<file path="src/rtl/ecc_pkg.sv">
// ecc_pkg: shared constants and the SECDED encoder/extractor for the ECC word.
//   DATA_W  data bits per word
//   PAR_W   Hamming parity bits (positions 1, 2, 4, 8, 16)
//   CODE_W  stored bits: overall parity at bit 0, Hamming positions above it
package ecc_pkg;

   localparam int unsigned DATA_W = 20;
   localparam int unsigned PAR_W  = 5;
   localparam int unsigned CODE_W = DATA_W + PAR_W + 1;

   function automatic logic is_par_pos(input int unsigned pos);
      return (pos & (pos - 1)) == 0;
   endfunction

   // Data bits fill the non-power-of-two positions in ascending order. Each
   // Hamming bit then cancels its column of the syndrome, so a clean word
   // always decodes to s = 0; bit 0 makes the whole word even.
   function automatic logic [CODE_W-1:0] ecc_encode(input logic [DATA_W-1:0] data);
      logic [CODE_W-1:0] cw;
      logic [PAR_W-1:0]  syn;
      int unsigned       d;
      cw  = '0;
      syn = '0;
      d   = 0;
      for (int unsigned pos = 1; pos < CODE_W; pos++) begin
         if (!is_par_pos(pos)) begin
            cw[pos] = data[d];
            if (data[d]) syn ^= pos[PAR_W-1:0];
            d++;
         end
      end
      for (int unsigned k = 0; k < PAR_W; k++) begin
         cw[1 << k] = syn[k];
      end
      cw[0] = ^cw;
      return cw;
   endfunction

   function automatic logic [DATA_W-1:0] ecc_extract(input logic [CODE_W-1:0] cw);
      logic [DATA_W-1:0] data;
      int unsigned       d;
      data = '0;
      d    = 0;
      for (int unsigned pos = 1; pos < CODE_W; pos++) begin
         if (!is_par_pos(pos)) begin
            data[d] = cw[pos];
            d++;
         end
      end
      return data;
   endfunction

endpackage

</file>
<file path="src/rtl/ecc_secded_decode.sv">
// ecc_secded_decode: combinational SECDED decoder.
//   code_i       stored codeword
//   data_o       decoded data (corrected for single errors, raw otherwise)
//   code_corr_o  re-encoded codeword of data_o, used for scrubbing
//   err_o        uncorrectable error
//   corr_o       single-bit error detected and corrected
module ecc_secded_decode
   import ecc_pkg::*;
(
   input  logic [CODE_W-1:0] code_i,
   output logic [DATA_W-1:0] data_o,
   output logic [CODE_W-1:0] code_corr_o,
   output logic              err_o,
   output logic              corr_o
);

   logic [PAR_W-1:0]  syn;
   logic              par;
   logic              in_range;
   logic [CODE_W-1:0] flip;
   logic [CODE_W-1:0] fixed;

   always_comb begin
      syn = '0;
      for (int unsigned pos = 1; pos < CODE_W; pos++) begin
         if (code_i[pos]) syn ^= pos[PAR_W-1:0];
      end
      par      = ^code_i;
      // Syndromes past the last stored position cannot come from one flip.
      in_range = (32'(syn) < CODE_W);
      corr_o   = par && in_range;
      err_o    = (syn != '0 && !par) || (par && !in_range);
      // s = 0 with odd parity means bit 0 itself flipped; data is untouched.
      flip     = '0;
      if (corr_o && syn != '0) flip = {{(CODE_W-1){1'b0}}, 1'b1} << syn;
      fixed       = code_i ^ flip;
      data_o      = ecc_extract(fixed);
      code_corr_o = ecc_encode(data_o);
   end

endmodule

</file>
<file path="src/rtl/ecc_mem_word.sv">
// ecc_mem_word: one SECDED-protected storage word with write and scrub.
//   clk    rising-edge clock
//   rst_n  asynchronous active-low reset, clears the stored codeword
//   WE     write enable
//   in     write data
//   out    decoded (corrected when possible) stored data
//   err    uncorrectable error in the stored word
//   corr   single-bit error corrected on out; scrubbed on the next idle edge
module ecc_mem_word #(
   // Must match ecc_pkg::DATA_W; the encoder is sized by the package.
   parameter int unsigned DATA_W = ecc_pkg::DATA_W
) (
   input  logic              clk,
   input  logic              rst_n,
   input  logic              WE,
   input  logic [DATA_W-1:0] in,
   output logic [DATA_W-1:0] out,
   output logic              err,
   output logic              corr
);
   import ecc_pkg::*;

   logic [CODE_W-1:0] code;
   logic [CODE_W-1:0] code_d;
   logic [CODE_W-1:0] code_corr;

   ecc_secded_decode u_dec (
      .code_i      (code),
      .data_o      (out),
      .code_corr_o (code_corr),
      .err_o       (err),
      .corr_o      (corr)
   );

   // A write always wins; otherwise a correctable word is rewritten clean.
   // Uncorrectable words are held as-is until the next write.
   always_comb begin
      code_d = code;
      if (WE) begin
         code_d = ecc_encode(in);
      end else if (corr) begin
         code_d = code_corr;
      end
   end

   always_ff @(posedge clk or negedge rst_n) begin
      if (!rst_n) begin
         code <= '0;
      end else begin
         code <= code_d;
      end
   end

endmodule

</file>
<file path="config.mk">
export PLATFORM = sky130hd
export DESIGN_NAME = ecc_mem_word
export DESIGN_NICKNAME = d
export VERILOG_FILES = /design/src/rtl/ecc_pkg.sv /design/src/rtl/ecc_secded_decode.sv /design/src/rtl/ecc_mem_word.sv
export SDC_FILE = /design/constraint.sdc
export NUM_CORES = 1
export LEC_CHECK = 0
export CORE_MARGIN = 2
export CORE_UTILIZATION = 50
export DETAILED_ROUTE_END_ITERATION = 12
export PLACE_DENSITY = 0.77
export SLEW_MARGIN = 25
export SYNTH_ARGS = -nofsm -noshare
export SYNTH_HDL_FRONTEND = slang
export SYNTH_HIERARCHICAL = 1
export SYNTH_SLANG_ARGS = --single-unit
</file>
<file path="constraint.sdc">
create_clock -name clk -period 3.6 [get_ports clk]
set_input_delay 0.36 -clock clk [delete_from_list [all_inputs] [get_ports clk]]
set_output_delay 0.36 -clock clk [all_outputs]
set_load 0.05 [all_outputs]
</file>
## Yosys cells after proc, flatten, opt, wreduce, memory -nomap -nowiden

Index checks and enable logic that the tools add are counted.

- Bits in registers: 26
- Bits of input ports: 23
- Output and inout port bits: 22
- Word-level logic and storage cells: 280

- Add/subtract/negate cells: 18
- $lt $le $gt $ge: 20
- Shifts and indexed selects: 1
- Mux-type cells: 165
- Bitwise gates (word level): 63
- Reductions and logical operators: 12

Operator list:

| cell | count |
|---|---|
| 32-bit by 6-bit < comparator with 1-bit output, second input constant | 19 |
| 32-bit two-way mux | 19 |
| 32-bit by 1-bit adder with 32-bit output, second input constant | 18 |
| 5-bit two-way mux | 48 |
| 1-bit binary-select mux with 5-bit select | 19 |
| 4-bit two-way mux | 22 |
| 26-bit two-way mux | 3 |
| 26-bit XOR reduction | 3 |
| 3-bit inverter | 24 |
| 2-bit inverter | 28 |
| 1-bit two-way mux | 40 |
| 3-bit two-way mux | 10 |
| 1-bit by 5-bit left shift with 26-bit output, first input constant | 1 |
| 26-bit bitwise XOR | 1 |
| 4-bit inverter | 6 |
| 2-bit two-way mux | 4 |
| 5-bit < comparator, second input constant | 1 |
| 5-bit nonzero test | 1 |
| 1-bit logical AND | 4 |
| 1-bit inverter, first input constant | 4 |
| 1-bit zero test | 2 |
| 2-bit nonzero test | 1 |
| 1-bit logical OR | 1 |

## Depth between registers and ports, before layout

- Word-level depth: 92
- Gate-level depth with buffers: 12
- Gate-level depth less buffers: 11

## Cells and area by module

The synthesis kept the hierarchy.

Modules (own cells, without submodules):

| module | instances | cells each | area each (um^2) | seq. area each (um^2) |
|---|---|---|---|---|
| ecc_mem_word | 1 | 145 | 1557.7 | 650.6 |
| ecc_secded_decode | 1 | 164 | 1467.7 | 0.0 |

## Least setup slack after synthesis

No wires, ideal clock.

- Kind: register to register
- Start point: register code[21]
- End point: register code[17]
- Library setup time: 135 ps
- Data arrival time: 3903 ps
- Path slack: -438 ps
- Stages on the path, launching flop included: 11
- Clock period less this slack: 4038 ps
- Path through: dfrtp_1 > xnor3_1 > xor2_1 > xnor3_1 > and2_0 > o21ai_0 > o21bai_1 > buf_1 > buf_1 > mux2i_1 > o21ai_0

- Cells in the longest elaborated chain, start to end: 16
- Elaborated cells on any way between the ends: 20
- Classes of those cells: order compare: 1; shift: 1; mux: 8; bitwise: 5; reduce/logical: 5

RTL lines:

| element | RTL line | source |
|---|---|---|
| start, declared | ecc_mem_word.sv:23 | `logic [CODE_W-1:0] code;` |
| start signal, assigned | ecc_mem_word.sv:50 | `code <= code_d;` |
| 5-bit two-way mux | ecc_secded_decode.sv:26 | `if (code_i[pos]) syn ^= pos[PAR_W-1:0];` |
| 3-bit inverter (no source line) | - |  |
| 5-bit two-way mux | ecc_secded_decode.sv:26 |  |
| 4-bit inverter (no source line) | - |  |
| 5-bit two-way mux | ecc_secded_decode.sv:26 |  |
| 2-bit inverter (no source line) | - |  |
| 5-bit two-way mux | ecc_secded_decode.sv:26 |  |
| 3-bit inverter (no source line) | - |  |
| 5-bit two-way mux | ecc_secded_decode.sv:26 |  |
| 5-bit < comparator | ecc_secded_decode.sv:30 | `in_range = (32'(syn) < CODE_W);` |
| 1-bit logical AND (*) | ecc_secded_decode.sv:31 | `corr_o = par && in_range;` |
| via corr | ecc_mem_word.sv:19 | `output logic corr` |
| 1-bit logical AND | ecc_secded_decode.sv:35 | `if (corr_o && syn != '0) flip = {{(CODE_W-1){1'b0}}, 1'b1} << syn;` |
| 26-bit two-way mux | ecc_secded_decode.sv:35 |  |
| 26-bit bitwise XOR | ecc_secded_decode.sv:36 | `fixed = code_i ^ flip;` |
| 26-bit two-way mux | ecc_mem_word.sv:41 | `end else if (corr) begin` |
| 26-bit two-way mux | ecc_mem_word.sv:39 | `if (WE) begin` |

The timed path passes the listed nets; every way through them passes the cells marked *. The select of a mux whose other input is x is not followed.
A chain may end at the register's enable or synchronous reset.

## Worst setup path in the final report

- Start point: register code[21]
- End point: register code[0]

- Cells in the longest elaborated chain, start to end: 48
- Elaborated cells on any way between the ends: 60
- Classes of those cells: order compare: 1; shift: 1; mux: 28; bitwise: 24; reduce/logical: 6

RTL lines:

| element | RTL line | source |
|---|---|---|
| 5-bit two-way mux | ecc_secded_decode.sv:26 |  |
| 3-bit inverter (no source line) | - |  |
| 5-bit two-way mux | ecc_secded_decode.sv:26 |  |
| 4-bit inverter (no source line) | - |  |
| 5-bit two-way mux | ecc_secded_decode.sv:26 |  |
| 2-bit inverter (no source line) | - |  |
| 5-bit two-way mux | ecc_secded_decode.sv:26 |  |
| 3-bit inverter (no source line) | - |  |
| [32 not listed] | - |  |
| 4-bit inverter (no source line) | - |  |
| 5-bit two-way mux (2 in series) | ecc_pkg.sv:28 | `if (data[d]) syn ^= pos[PAR_W-1:0];` |
| 3-bit inverter (no source line) | - |  |
| 5-bit two-way mux | ecc_pkg.sv:28 |  |
| 26-bit XOR reduction (*) | ecc_pkg.sv:35 | `cw[0] = ^cw;` |
| via code_corr[0] | ecc_mem_word.sv:25 | `logic [CODE_W-1:0] code_corr;` |
| 26-bit two-way mux (*) | ecc_mem_word.sv:41 |  |
| 26-bit two-way mux (*) | ecc_mem_word.sv:39 |  |

Marked as above.

==> out/qor.csv <==
metric;value;unit
status;finished with violations;
failing checks;negative setup slack;
most common cell after layout, fill and taps aside;buf_4;
fraction of layout cells with a size suffix above 1;35.53;%
slowest cell delay on critical path;0.48;ns
WP data arrival;3.88;ns
DRC;0;
Synth Area in XOR/XNOR;45.66;%
Mapped Nets;332;
Critical Path End Type;register;
via count;2624;
global routing's busiest layer;met2;
gpl congestion;0.9867;
Initial Utilization;51.40;%
H-tree depth;1;
clock sink count;26;
DRT iter0 DRCs;195;
Clock Tree Root;clkbuf_8;
number of synthesized flops with an enable pin;0;
First-pass DRT Iterations;5;
overall routing resource usage;27.59;%
nets;419;
pre-CTS setup slack;-0.1142;ns
registers with the most flip-flops;code: 26 flops;
Bufs on Longest Clock Path;2;
post-DR wirelength/cell;19.65;um
Clock Skew;0.003948;ns
Clk pin slew, worst setup/hold paths;0.09;ns
largest net degree at the start of global routing;42;
RSZ-0062 raised after global routing;yes;
WS Path Type;register to register;
Startpoint Class;register;
gr ovfl total;0;
Post-synth ARST share;100.0;%
met2 GRT Util;48.62;%
mux cell area share after synthesis;7.610;%
Post-DP HPWL;6886;um
crit path buf inv count;0;
Final Worst Setup Slack;-0.1224;ns
Tcrit/Tclk final;103.4;%
worst min path class;input port to asynchronous set/reset pin;
met3 Use GR;1.868;%
count of cell types in the netlist;31;
antenna violations before repair;0;
final hold vios;0;
Most Frequent Cell on Critical Path;xnor3_1;
slew at the pin closest to its max-slew limit;0.5293;ns
CTS buffer count;3;
top_reg_cell synth;dfrtp_1;
wire length of the first global-routing pass;13440;um
Critical Path, Cell by Cell;xnor3_1, xor2_2, xnor3_1, and2_0, nand4_1, xnor2_2, xnor2_2, xnor3_1, xnor3_1, a211oi_2, a21oi_1;
worst hold slack;0.04473;ns
Slowest-stage cell, CP;xnor3_1;
Mapped Avg Cell Area;9.791;um2
Area Overhead vs Synth;47.68;%
# diodes;0;
DIE HEIGHT;81.79;um
drt total wl;9217;um
#FFs+latches synth;26;
vias in the first global route;2568;
Global Route met1 Usage;35.64;%
CP delay by family, top;XOR/XNOR gates;
CTS Hold Bufs;0;
vias per cell;5.595;
Compound-Gate Fraction of Synth Area;6.865;%
Top reg by flops;code;
TritonCTS clock tree;yes;
Core ar.;0.005886;mm2
Boundary Pins;45;
Peak Freq;0.2686;GHz
relative slew slack;64.71;%
Adder-Cell Fraction of Synth Area;0;%
DIE AREA;0.006689;mm2
Max Cap Viol;0;
Ys Warns;6;
crit-path max FO;6;
final slew viol count;0;
Post-Syn Area;0.003025;mm2
Syn Inst Count;309;
Die Wd;81.79;um
main combinational cell family by area after synthesis;XOR/XNOR gates;
sequential area share after synthesis;21.51;%
max reg flops;26;
crit path time final;3.722;ns
Util after Layout;75.91;%
data required time of the critical path;3.76;ns
most frequent cells in the layout;buf_4 (66), xnor2_1 (47), nand2_1 (30);
simple-gate share of the synthesized area;11.87;%
Post-DRT Antenna Nets;0;
Worst-Skew Late Latency;0.28;ns
FP Rows;28;
port bufs;44;
final setup vio count;2;
Yosys cell counts, types with 3 or more instances:
cell type / count / area share (%)
a211oi_1: 5 / 1.2
a21oi_1: 7 / 1.2
and2_1: 4 / 0.83
buf_4: 20 / 5.0
clkbuf_1: 9 / 1.1
dfrtp_1: 26 / 22
mux2i_1: 23 / 7.6
nand2_1: 30 / 3.7
nand3_1: 8 / 1.3
nand4_1: 3 / 0.62
nor2_1: 10 / 1.2
nor2b_1: 5 / 1.0
nor3_1: 4 / 0.66
o21ai_0: 24 / 4.0
xnor2_1: 64 / 19
xnor3_1: 18 / 13
xor2_1: 27 / 7.8
xor3_1: 4 / 3.1
path summary, 6_finish.rpt:
| check | startpoint | to | slack, ns | cells after the start |
|---|---|---|---|---|
| max | code[21] | code[0] | -0.12 | 11 |
| min | rst_n | code[7] | 0.04 | 1 |
| max reg2reg | code[21] | code[0] | -0.12 | 11 |
| min reg2reg | code[2] | code[2] | 0.67 | 2 |
| max in group asynchronous | rst_n | code[12] | 3.07 | 2 |
| min in group clk | code[2] | code[2] | 0.67 | 2 |
through the flow:
stage / area [um2] / TNS [ns] / instances
after global placement: 4115 / -0.2141 / 453
after global routing: 4468 / -0.9346 / 469
after CTS: 4243 / 0 / 462
final: 4468 / -0.1379 / 469
after floorplan: 3129 / -0.3845 / 309
after detailed placement: 4115 / -0.1330 / 453
timing repair:
| action | 4_1_cts | 5_1_grt |
|---|---|---|
| setup endpoints to repair | 3 | 12 |
| cloned | 1 | 0 |
| gates resized for setup | 6 | 28 |
| buffers inserted | 5 | 7 |
| pin swaps | 5 | 9 |
worst reg2reg max path: cells and delay by family (launching register included):
family,cells,cell delay [ns]
xor gates and xnor gates,7,2.42
and+or+nand+nor,2,0.50
DFF,1,0.39
AOI/OAI and AO/OA,2,0.28
logic make-up (layout without fill, tap and decap cells):
family	Yosys count	count (layout)
buffers and inverters	32	116
and+or+nand+nor	73	73
AOI/OAI and AO/OA	38	38
DFF	26	26
muxes	23	23
xor gates and xnor gates	117	118
per-layer routing:
layer | wire length (um) | vias to the layer above
met3 | 494 | 18
met2 | 4736 | 133
met4 | 310 | 0
met1 | 3675 | 1278
li1 | - | 1195
met5 | 0 | -
layout make-up:
| type | count | area [um2] |
|---|---|---|
| Clock buffer | 3 | 41.29 |
| Timing Repair Buffer | 113 | 1194 |
| Tap cell | 75 | 93.84 |
| Fill cell | 403 | 1418 |
| Multi-Input combinational cell | 252 | 2489 |
| Sequential cell | 26 | 650.6 |
Power is not shown: default switching activity piles up to over one toggle a cycle in this logic, so the estimate is an artifact.
